File: config.mk
export PLATFORM = sky130hd
export DESIGN_NAME = colour_seq_ctrl
export DESIGN_NICKNAME = d
export VERILOG_FILES = /design/src/rtl/led_ctrl_pkg.sv /design/src/rtl/colour_seq_ctrl.sv
export SDC_FILE = /design/constraint.sdc
export NUM_CORES = 1
export LEC_CHECK = 0
export ABC_AREA = 1
export BUFFER_PORTS_ARGS = -buffer_cell sky130_fd_sc_hd__buf_2
export CAP_MARGIN = 40
export CORE_AREA = 2 2 39 41
export CTS_CLUSTER_SIZE = 14
export DETAILED_ROUTE_END_ITERATION = 8
export DIE_AREA = 0 0 41 43
export PLACE_DENSITY = 0.62
export SLEW_MARGIN = 10
export SYNTH_ARGS = -nofsm -noshare
export SYNTH_HDL_FRONTEND = slang
export SYNTH_SLANG_ARGS = --single-unit
File: constraint.sdc
create_clock -name clk -period 1.2 [get_ports clk]
set_input_delay 0.24 -clock clk [delete_from_list [all_inputs] [get_ports clk]]
set_output_delay 0.24 -clock clk [all_outputs]
set_load 0.02 [all_outputs]
File: src/rtl/led_ctrl_pkg.sv
// Shared types for the LED colour sequencing path: colour encoding,
// legal colour range and the sequencer FSM state set.
package led_ctrl_pkg;

    typedef logic [2:0] colour_t;

    localparam colour_t COLOUR_MIN = 3'd1;
    localparam colour_t COLOUR_MAX = 3'd6;

    typedef enum logic [2:0] {
        IDLE  = 3'd0,
        CHECK = 3'd1,
        PULSE = 3'd2,
        WAIT  = 3'd3,
        DONE  = 3'd4,
        ERR   = 3'd5
    } seq_state_e;

    // Only 1..6 are colours lightcontrol can settle on; 0 and 7 are transient.
    function automatic logic colour_legal(input colour_t c);
        return (c >= COLOUR_MIN) && (c <= COLOUR_MAX);
    endfunction

endpackage

File: src/rtl/colour_seq_ctrl.sv
// Steps lightcontrol's button one pulse at a time until the colour feedback
// matches a requested target, then pulses done (or err on an illegal target
// or when the step budget runs out). In IDLE the board button passes through.
module colour_seq_ctrl
    import led_ctrl_pkg::*;
#(
    parameter int MAX_STEPS = 7,
    parameter int SETTLE    = 1
) (
    input  logic    clk,
    input  logic    rst,
    input  logic    btn_manual,
    input  logic    req_valid,
    input  colour_t req_colour,
    output logic    req_ready,
    input  colour_t colour_in,
    output logic    button_out,
    output logic    busy,
    output logic    done,
    output logic    err
);

    localparam int STEP_W = $clog2(MAX_STEPS + 1);
    localparam int SET_W  = (SETTLE > 1) ? $clog2(SETTLE) : 1;

    localparam logic [STEP_W-1:0] STEP_MAX  = STEP_W'(MAX_STEPS);
    localparam logic [SET_W-1:0]  SET_LAST  = SET_W'(SETTLE - 1);

    seq_state_e        state_q, state_d;
    colour_t           target_q, target_d;
    logic [STEP_W-1:0] step_cnt_q, step_cnt_d;
    logic [SET_W-1:0]  settle_cnt_q, settle_cnt_d;

    // State and counter registers; reset aborts any request in flight.
    always_ff @(posedge clk) begin
        if (rst) begin
            state_q      <= IDLE;
            target_q     <= '0;
            step_cnt_q   <= '0;
            settle_cnt_q <= '0;
        end else begin
            state_q      <= state_d;
            target_q     <= target_d;
            step_cnt_q   <= step_cnt_d;
            settle_cnt_q <= settle_cnt_d;
        end
    end

    // Next-state logic and Moore outputs. All outputs are forced low while
    // rst is high so an abort never leaks a done/err pulse or a button edge.
    always_comb begin
        state_d      = state_q;
        target_d     = target_q;
        step_cnt_d   = step_cnt_q;
        settle_cnt_d = settle_cnt_q;
        req_ready    = 1'b0;
        button_out   = 1'b0;
        busy         = 1'b1;
        done         = 1'b0;
        err          = 1'b0;

        unique case (state_q)
            IDLE: begin
                busy       = 1'b0;
                req_ready  = 1'b1;
                button_out = btn_manual;
                if (req_valid) begin
                    target_d   = req_colour;
                    step_cnt_d = '0;
                    state_d    = colour_legal(req_colour) ? CHECK : ERR;
                end
            end
            CHECK: begin
                if (colour_in == target_q)
                    state_d = DONE;
                else if (step_cnt_q == STEP_MAX)
                    state_d = ERR;
                else
                    state_d = PULSE;
            end
            PULSE: begin
                button_out   = 1'b1;
                settle_cnt_d = '0;
                if (step_cnt_q != STEP_MAX)
                    step_cnt_d = step_cnt_q + STEP_W'(1);
                state_d = WAIT;
            end
            WAIT: begin
                // Give lightcontrol SETTLE cycles before the next compare.
                if (settle_cnt_q == SET_LAST)
                    state_d = CHECK;
                else
                    settle_cnt_d = settle_cnt_q + SET_W'(1);
            end
            DONE: begin
                done    = 1'b1;
                state_d = IDLE;
            end
            ERR: begin
                err     = 1'b1;
                state_d = IDLE;
            end
            default: state_d = IDLE;
        endcase

        if (rst) begin
            req_ready  = 1'b0;
            button_out = 1'b0;
            busy       = 1'b0;
            done       = 1'b0;
            err        = 1'b0;
        end
    end

endmodule

==> flow_summary_export.csv, run 1 <==
group,metric,value,unit
synth,syn_inst,79,
clock_tree,htree_levels,1,
timing,setup_ws,-0.1121,ns
setup_path,worst_ep_required_time,0.96,ns
synth,synth_cell_types,18,
timing,slew_viol_final,0,
timing,setup_viol,6,
setup_path,r2r-end,"step_cnt_q[0]",
layout,final_common_cell,"nand2_1",
timing,worst_clock_skew,0.0007667,ns
layout,antennaDiodeCount,0,
clock_tree,cts_tree,"done",
power,p_leak,0.3526,nW
clock_tree,clk_latency,0.26,ns
timing,tightest_slew,0.2624,ns
floorplan,pin_count,15,
timing,timing.fmax,762.1,MHz
layout,final_cell_mix,"nand2_1 (13), nor2_1 (9), buf_2 (9)",
setup_path,r2r.worst_path.cells,8,
floorplan,core_region_area,0.001384,mm2
placement,hpwlAfterDp,881.9,um
synth,syn_nets,91,
floorplan,start_util,37.25,%
timing,setup_tns,-0.4348,ns
timing,holdWs,0.2353,ns
worst_hold_path,whs_endpoint,"target_q[1]",
power,ir_worst_vdd,700.4,uV
routing,drtIter0Drc,6,
routing,routed_wirelength,1.234,mm
timing,maxSlewHeadroom,82.44,%
setup_path,timing.rr.start,"state_q[2]",
synth,ys_ff_latch,9,
setup_path,arrival,1.07,ns
floorplan,die_x,41,um
worst_hold_path,hp-start,"req_colour[1]",
timing,finalCritPeriodShare,109.3,%
worst_hold_path,hold_path_depth,3,
routing,num_vias,547,
run_status,status,"complete, but fails checks",
setup_path,cp-end-kind,"output port",
timing,fin_crit,1.312,ns
timing,hold_viol,0,
global_routing,grt_remaining_overflow,0,
layout,nets,111,
global_routing,grt_max_degree,9,
setup_path,cpMaxStageDelayCell,"dfxtp_4",
setup_path,r2r_slack,-0.02,ns
global_routing,grt_pass1_vias,474,
floorplan,dieArea,0.001763,mm2
placement,io_buffers,14,
placement,place_congestion,0.7564,
synth,synth.avg_cell_area,6.525,um2
floorplan,rows,14,
synth,synth_area,515.5,um2
layout,final_core_util,53.35,%
routing,wl_per_cell,10.82,um
timing,rsz0062_at_grt,"yes",
run_status,violations,"negative setup slack",
synth,seq_area_frac_synth,34.95,%
routing,viasPerCell,4.798,
routing,dr.pass1.iters,4,
clock_tree,clock_path_buffers,2,
setup_path,crit_chain,"nor2_4 > nand2_4 > inv_2 > nor2_2 > buf_6",
global_routing,grt_first_pass_wirelength,1.807,mm
routing,ant_nets,0,
synth,synth_warnings,0,
clock_tree,root_buffer,"clkbuf_4",
floorplan,die_y,43,um
global_routing,groute.usage.overall,15.52,%
clock_tree,cts_buffers,3,
power,power_density,1393,mW/mm2
clock_tree,cts_sinks,9,
placement,postPlaceCellArea,601.8,um2
layout,area_growth,43.20,%
clock_tree,postCtsHoldBufs,0,
worst_hold_path,hold_class,"in2reg",
setup_path,criticalPathCategory,"reg2out",
clock_tree,cts.clk_slew.worst_paths,0.06,ns
routing,drc_errors,0,
layout,design_area,738.2,um2
setup_path,start_kind,"flip-flop",
global_routing,antenna_found_initial,0,
layout,drive_above_1_share,43.88,%
layout,fill_cells,148,
setup_path,cpPeakStageDelay,0.37,ns
setup_path,worstPathMaxFanout,4,
run,maxCapViolations,0,
## where the power goes
| group | internal [mW] | switching (mW) | total, mW |
|---|---|---|---|
| Sequential | 0.349 | 0.0420 | 0.391 |
| Combinational | 0.170 | 0.227 | 0.397 |
| Clock | 0.129 | 0.113 | 0.241 |
## synthesized netlist by cell type
cell	n	area, um2
o21ai_2	1	8.760
nand3_1	2	10.01
nand2_2	1	6.260
a21oi_1	7	35.03
inv_1	11	41.29
nand2_1	15	56.30
inv_2	2	7.510
nor3_1	3	15.01
and3_1	1	6.260
nor2_1	12	45.04
clkbuf_1	1	3.750
dfxtp_1	9	180.2
o21ai_0	8	40.04
ha_1	2	25.02
nor2_2	1	6.260
a21oi_2	1	8.760
nand2_4	1	11.26
xnor2_1	1	8.760
## metrics by stage
| stage | instances | power [mW] | setup slack (ns) |
|---|---|---|---|
| after floorplan | 79 | 0.5929 | 0.03532 |
| final | 114 | 1.029 | -0.1121 |
| after global placement | 108 | 0.6668 | 0.01605 |
| after global routing | 114 | 1.097 | -0.1430 |
| after detailed placement | 108 | 0.6733 | -0.03069 |
| after CTS | 114 | 0.9576 | -0.09941 |
## final cells by class
| type | count | area (um2) | share of cell area [%] |
|---|---|---|---|
| tap | 16 | 20.02 | 2.712 |
| clock buffer | 4 | 26.28 | 3.559 |
| timing repair buffer | 16 | 105.1 | 14.24 |
| sequential | 9 | 190.2 | 25.76 |
| inverter | 13 | 53.80 | 7.288 |
| multi-input combinational | 56 | 342.8 | 46.44 |
## what timing repair did
action	in CTS	in global routing
gates resized for setup	13	21
pin swaps	5	2
setup buffers	2	0
setup endpoints to repair	6	8
endpoints found under the hold margin	0	0
## flip-flops by register name, summed over array words and instances, names as in the netlist
register    cells
state_q         3
target_q        3
step_cnt_q      3
## per-layer routing
layer	wire, um	GRT usage, %	vias up	part of all wire (%)
met2	652	26.56	12	53
met1	505	15.64	241	41
met4	19	8.000	0	1.5
met5	0	0	-	0
li1	-	-	290	-
met3	58	4.712	4	4.7
## cell families after synthesis
kind of cell | after synthesis | share of synthesized area (%)
AND/OR/NAND/NOR | 36 | 30.34
AO/OA/AOI/OAI | 17 | 17.96
buffers and inverters | 14 | 10.19
flip-flops | 9 | 34.95
adder cells (fa/ha/maj) | 2 | 4.854
XOR/XNOR | 1 | 1.699
## worst max-delay path, delay by kind of cell, from the launching register on
kind | cells | cell delay [ns]
flops | 1 | 0.37
buf+inv | 2 | 0.19
simple gates | 3 | 0.25
## worst max path at each step
stage          cells past startpoint  slack (ns)             to     startpoint
5_1_grt                            5       -0.14           busy     state_q[2]
3_5_place_dp                       7       -0.03  step_cnt_q[0]  step_cnt_q[0]
2_1_floorplan                      2        0.04           done     state_q[2]
6_report                           5       -0.11           busy     state_q[2]
3_3_place_gp                       7        0.02  step_cnt_q[0]  step_cnt_q[1]
4_1_cts                            5        -0.1           busy     state_q[0]
No activity file was read; power rests on OpenSTA's default activity.
==> inputs of run 2 (changes only) <==
==> constraint.sdc (replaced) <==
create_clock -name clk -period 1.2 [get_ports clk]
set_input_delay 0 -clock clk [delete_from_list [all_inputs] [get_ports clk]]
set_output_delay 0 -clock clk [all_outputs]
set_load 0.02 [all_outputs]
==> run 2 against run 1 <==
Net effect:
- the flow now finishes without violations
- utilization shrank 4.9 points
- cell count down 0.88%
- first-iteration DRC count fell by 50%
- sequential cell count did not move
- global-route usage decreased by 0.10 points
- largest power group is now registers
==> flow_summary_export.csv, run 2 (same netlist as run 1, synthesis figures left out) <==
group,metric,value,unit
clock_tree,cts_tree,"done",
worst_hold_path,hold_class,"in2reg",
timing,tightest_slew,0.2206,ns
setup_path,crit_start,"step_cnt_q[0]",
timing,rsz0062_at_grt,"yes",
clock_tree,cts_setup_buffers,0,
layout,nets,110,
floorplan,die_y,43,um
placement,place_congestion,0.7564,
timing,slew_viol_final,0,
power,ir_worst_vdd,656.9,uV
setup_path,worst_ep_required_time,1.34,ns
layout,top_regs,"state_q: 3 flops, step_cnt_q: 3 flops, target_q: 3 flops",
worst_hold_path,hp-start,"req_colour[1]",
layout,antennaDiodeCount,0,
layout,fill_cells,149,
clock_tree,cts.clk_slew.worst_paths,0.06,ns
clock_tree,cts_buffers,3,
placement,pre_cts_ws,-0.03069,ns
worst_hold_path,whs_endpoint,"target_q[1]",
setup_path,r2r-end,"step_cnt_q[0]",
timing,worst_clock_skew,0.0006872,ns
layout,final_cell_mix,"nand2_1 (15), buf_2 (13), inv_1 (10), nor2_1 (10), o21ai_0 (8)",
floorplan,rows,14,
timing,hold_viol,0,
layout,layout.cells.non_filler,113,
power,p_leak,0.3412,nW
routing,dr.pass1.iters,2,
timing,maxSlewHeadroom,85.14,%
floorplan,die_x,41,um
power,p_total,932.2,uW
layout,design_area,670.6,um2
setup_path,worstPathMaxFanout,3,
worst_hold_path,hold_path_depth,3,
timing,finalCritPeriodShare,98.59,%
clock_tree,root_buffer,"clkbuf_4",
routing,drc_errors,0,
setup_path,r2r.worst_path.cells,6,
setup_path,arrival,1.33,ns
placement,postPlaceCellArea,601.8,um2
setup_path,timing.rr.start,"step_cnt_q[0]",
setup_path,cp-end-kind,"flip-flop",
layout,drive_above_1_share,30.93,%
routing,drtIter0Drc,3,
floorplan,pin_count,15,
routing,num_vias,532,
routing,wl_per_cell,10.14,um
floorplan,core_region_area,0.001384,mm2
placement,hpwlAfterDp,881.9,um
timing,fin_crit,1.183,ns
layout,seqCellArea,182.7,um2
placement,io_buffers,14,
layout,multi_input_area,307.8,um2
layout,final_common_cell,"nand2_1",
global_routing,grt_max_degree,9,
routing,routed_wirelength,1.146,mm
floorplan,dieArea,0.001763,mm2
global_routing,grt_remaining_overflow,0,
timing,timing.fmax,845.3,MHz
run_status,status,"finished clean",
clock_tree,htree_levels,1,
clock_tree,cts_sinks,9,
clock_tree,clock_path_buffers,2,
setup_path,criticalPathCategory,"reg2reg",
setup_path,r2r_slack,0.02,ns
routing,ant_nets,0,
clock_tree,clk_latency,0.25,ns
global_routing,groute.usage.overall,15.42,%
timing,holdWs,0.003976,ns
timing,setup_ws,0.01698,ns
placement,placed_cells,108,
global_routing,grt_first_pass_wirelength,1.794,mm
run,maxCapViolations,0,
floorplan,start_util,37.25,%
power,power_density,1390,mW/mm2
timing,setup_viol,0,
global_routing,grt_pass1_vias,472,
routing,viasPerCell,4.708,
layout,area_growth,30.10,%
setup_path,start_kind,"flip-flop",
global_routing,antenna_found_initial,0,
[run 2: per-stage QoR]
step	setup TNS (ns)	util, %
finish	0	48.46
global route	-0.06088	48.46
CTS	0	46.38
detailed placement	-0.03069	43.49
global placement	0	43.49
floorplan	0	-
[run 2: worst max-delay path by stage]
stage / slack (ns) / endpoint
floorplan: 0.07 / step_cnt_q[0]
global placement: 0.02 / step_cnt_q[0]
detailed placement: -0.03 / step_cnt_q[0]
CTS: 0.01 / step_cnt_q[0]
global route: -0.04 / step_cnt_q[0]
finish: 0.02 / step_cnt_q[0]
[run 2: layout make-up]
type,count,share of cell area (%)
inverter,13,7.649
sequential,9,27.24
multi-input combinational,56,45.90
tap,16,2.985
timing repair buffer,15,12.31
clock buffer,4,3.918
[run 2: layer usage]
metal,track usage [%],vias to the layer above,share of wire [%]
li1,-,290,-
met1,15.64,233,44
met2,26.25,7,51
met3,4.712,2,3.8
met4,8.000,0,1.0
met5,0,-,0
[run 2: worst max-delay path: stages (launching register included)]
cell     delay (ns)
dfxtp_2        0.32
ha_1           0.22
ha_4           0.18
o21ai_2        0.17
nand2_1        0.06
nand2_1        0.07
nor2_1         0.05
[run 2: timing repair]
action / 4_1_cts / 5_1_grt
setup endpoints to repair: 1 / 4
pin swaps: 2 / 1
endpoints found under the hold margin: 2 / 0
hold buffers: 1 / 0
resized for setup: 3 / 7
[run 2: power breakdown]
part           internal (mW)  leakage (nW)  total (mW)  switching (mW)
sequential             0.347        0.0751       0.379          0.0327
combinational          0.122         0.251       0.319           0.197
clock                  0.128        0.0150       0.234           0.105
total                  0.597         0.341       0.932           0.335
==> inputs of run 3 (changes only) <==
- BUFFER_PORTS_ARGS: -buffer_cell sky130_fd_sc_hd__buf_2 -> -buffer_cell sky130_fd_sc_hd__clkbuf_2
==> run 3 against run 2 <==
Net effect:
- final area is 1.9% lower
- combinational power is 5% lower
- critical path type unchanged
- cell count is the same
- via count rose by 1.3%
==> flow_summary_export.csv, run 3 (same netlist as run 1, synthesis figures left out) <==
group,metric,value,unit
timing,setup_ws,0.04271,ns
timing,slew_viol_final,0,
routing,drtIter0Drc,8,
floorplan,die_x,41,um
layout,antennaDiodeCount,0,
global_routing,grt_remaining_overflow,0,
layout,final_cell_mix,"nand2_1 (15), nor2_1 (11), clkbuf_2 (11)",
floorplan,start_util,37.25,%
setup_path,worst_ep_required_time,1.35,ns
routing,drc_errors,0,
layout,fill_cells,150,
layout,seqCellArea,180.2,um2
setup_path,cpMaxStageDelayCell,"dfxtp_1",
clock_tree,root_buffer,"clkbuf_4",
routing,ant_nets,0,
global_routing,grt_max_degree,9,
timing,maxSlewHeadroom,84.70,%
placement,io_buffers,14,
timing,setup_viol,0,
timing,finalCritPeriodShare,96.44,%
setup_path,start_kind,"flip-flop",
placement,postPlaceCellArea,601.8,um2
clock_tree,cts.clk_slew.worst_paths,0.06,ns
timing,timing.fmax,864.1,MHz
placement,placed_cells,108,
layout,top_regs,"state_q: 3 flops, step_cnt_q: 3 flops, target_q: 3 flops",
layout,layout.cells.non_filler,113,
timing,fin_crit,1.157,ns
setup_path,criticalPathCategory,"reg2reg",
layout,design_area,658.1,um2
timing,tightest_slew,0.2271,ns
clock_tree,cts_sinks,9,
floorplan,dieArea,0.001763,mm2
floorplan,pin_count,15,
layout,area_growth,27.67,%
placement,hpwlAfterDp,867.6,um
power,p_total,909.0,uW
clock_tree,cts_buffers,3,
clock_tree,clk_latency,0.26,ns
timing,rsz0062_at_grt,"yes",
power,ir_worst_vdd,910.3,uV
setup_path,worstPathMaxFanout,3,
worst_hold_path,hold_class,"in2reg",
power,power_density,1381,mW/mm2
routing,routed_wirelength,1.084,mm
clock_tree,htree_levels,1,
routing,wl_per_cell,9.593,um
global_routing,groute.usage.overall,14.72,%
global_routing,grt_first_pass_wirelength,1.697,mm
setup_path,cp-end-kind,"flip-flop",
floorplan,die_y,43,um
timing,setup_tns,0,ns
clock_tree,cts_tree,"done",
layout,multi_input_area,305.3,um2
routing,dr.pass1.iters,4,
setup_path,arrival,1.30,ns
floorplan,core_region_area,0.001384,mm2
run,maxCapViolations,0,
layout,nets,110,
routing,viasPerCell,4.770,
clock_tree,clock_path_buffers,2,
layout,drive_above_1_share,28.87,%
routing,num_vias,539,
power,p_leak,0.3419,nW
global_routing,grt_pass1_vias,470,
setup_path,path_buf_inv,0,
setup_path,crit_chain,"ha_1 > ha_4 > o21ai_2 > nand2_1 > nand2_1 > nor2_1",
clock_tree,postCtsHoldBufs,0,
placement,pre_cts_ws,-0.01421,ns
floorplan,rows,14,
timing,hold_viol,0,
layout,final_common_cell,"nand2_1",
timing,worst_clock_skew,0.003679,ns
setup_path,path_delay_family,"adder cells",
setup_path,path_common_cell,"nand2_1",
run_status,status,"finished clean",
global_routing,antenna_found_initial,0,
setup_path,cpPeakStageDelay,0.31,ns
placement,place_congestion,0.8098,
==> run 3: changes by cell type in the layout (fill, tap and decap cells not counted), moves of 2 or more <==
| cell | change |
|---|---|
| dfxtp_1 | +2 |
| dfxtp_2 | -2 |
| clkbuf_2 | +11 |
| buf_2 | -10 |
==> run 3: area by class of cell <==
class                           instances  area share [%]
Clock buffer                            4           3.992
Inverter                               13           7.414
Multi-Input combinational cell         56           46.39
Sequential cell                         9           27.38
Tap cell                               16           3.042
Timing Repair Buffer                   15           11.79
==> run 3: layer usage <==
metal  vias up  GRT usage [%]  wire length (um)
li1        288              -                 -
met1       238          14.01               474
met4         0          8.000                14
met2        11          24.69               533
met3         2          6.283                62
met5         -              0                 0
==> run 3: per-stage QoR <==
step / util (%) / hold slack, ns
4_1_cts: 45.57 / 0.007783
2_1_floorplan: - / 0.1349
3_5_place_dp: 43.49 / 0.2867
6_report: 47.56 / 0.01410
5_1_grt: 47.56 / 0.03933
3_3_place_gp: 43.49 / 0.2854
==> run 3: path summary, 6_finish.rpt <==
kind              slack, ns       endpoint  cells past startpoint           from
setup / recovery       0.04  step_cnt_q[0]                      6  step_cnt_q[0]
hold / removal         0.01     state_q[1]                      2            rst
setup reg to reg       0.04  step_cnt_q[0]                      6  step_cnt_q[0]
hold reg to reg        0.47    target_q[2]                      2    target_q[2]
==> run 3: power breakdown <==
| part | switching, mW | internal [mW] | total [mW] |
|---|---|---|---|
| sequential | 0.0310 | 0.345 | 0.376 |
| clock | 0.102 | 0.128 | 0.230 |
| combinational | 0.189 | 0.113 | 0.303 |
| total | 0.323 | 0.586 | 0.909 |
==> run 3: timing repair <==
action,CTS,global route
gates cloned,0,0
buffers inserted,0,1
pin swaps,1,1
gates resized for setup,1,7
endpoints found under the setup margin,2,5
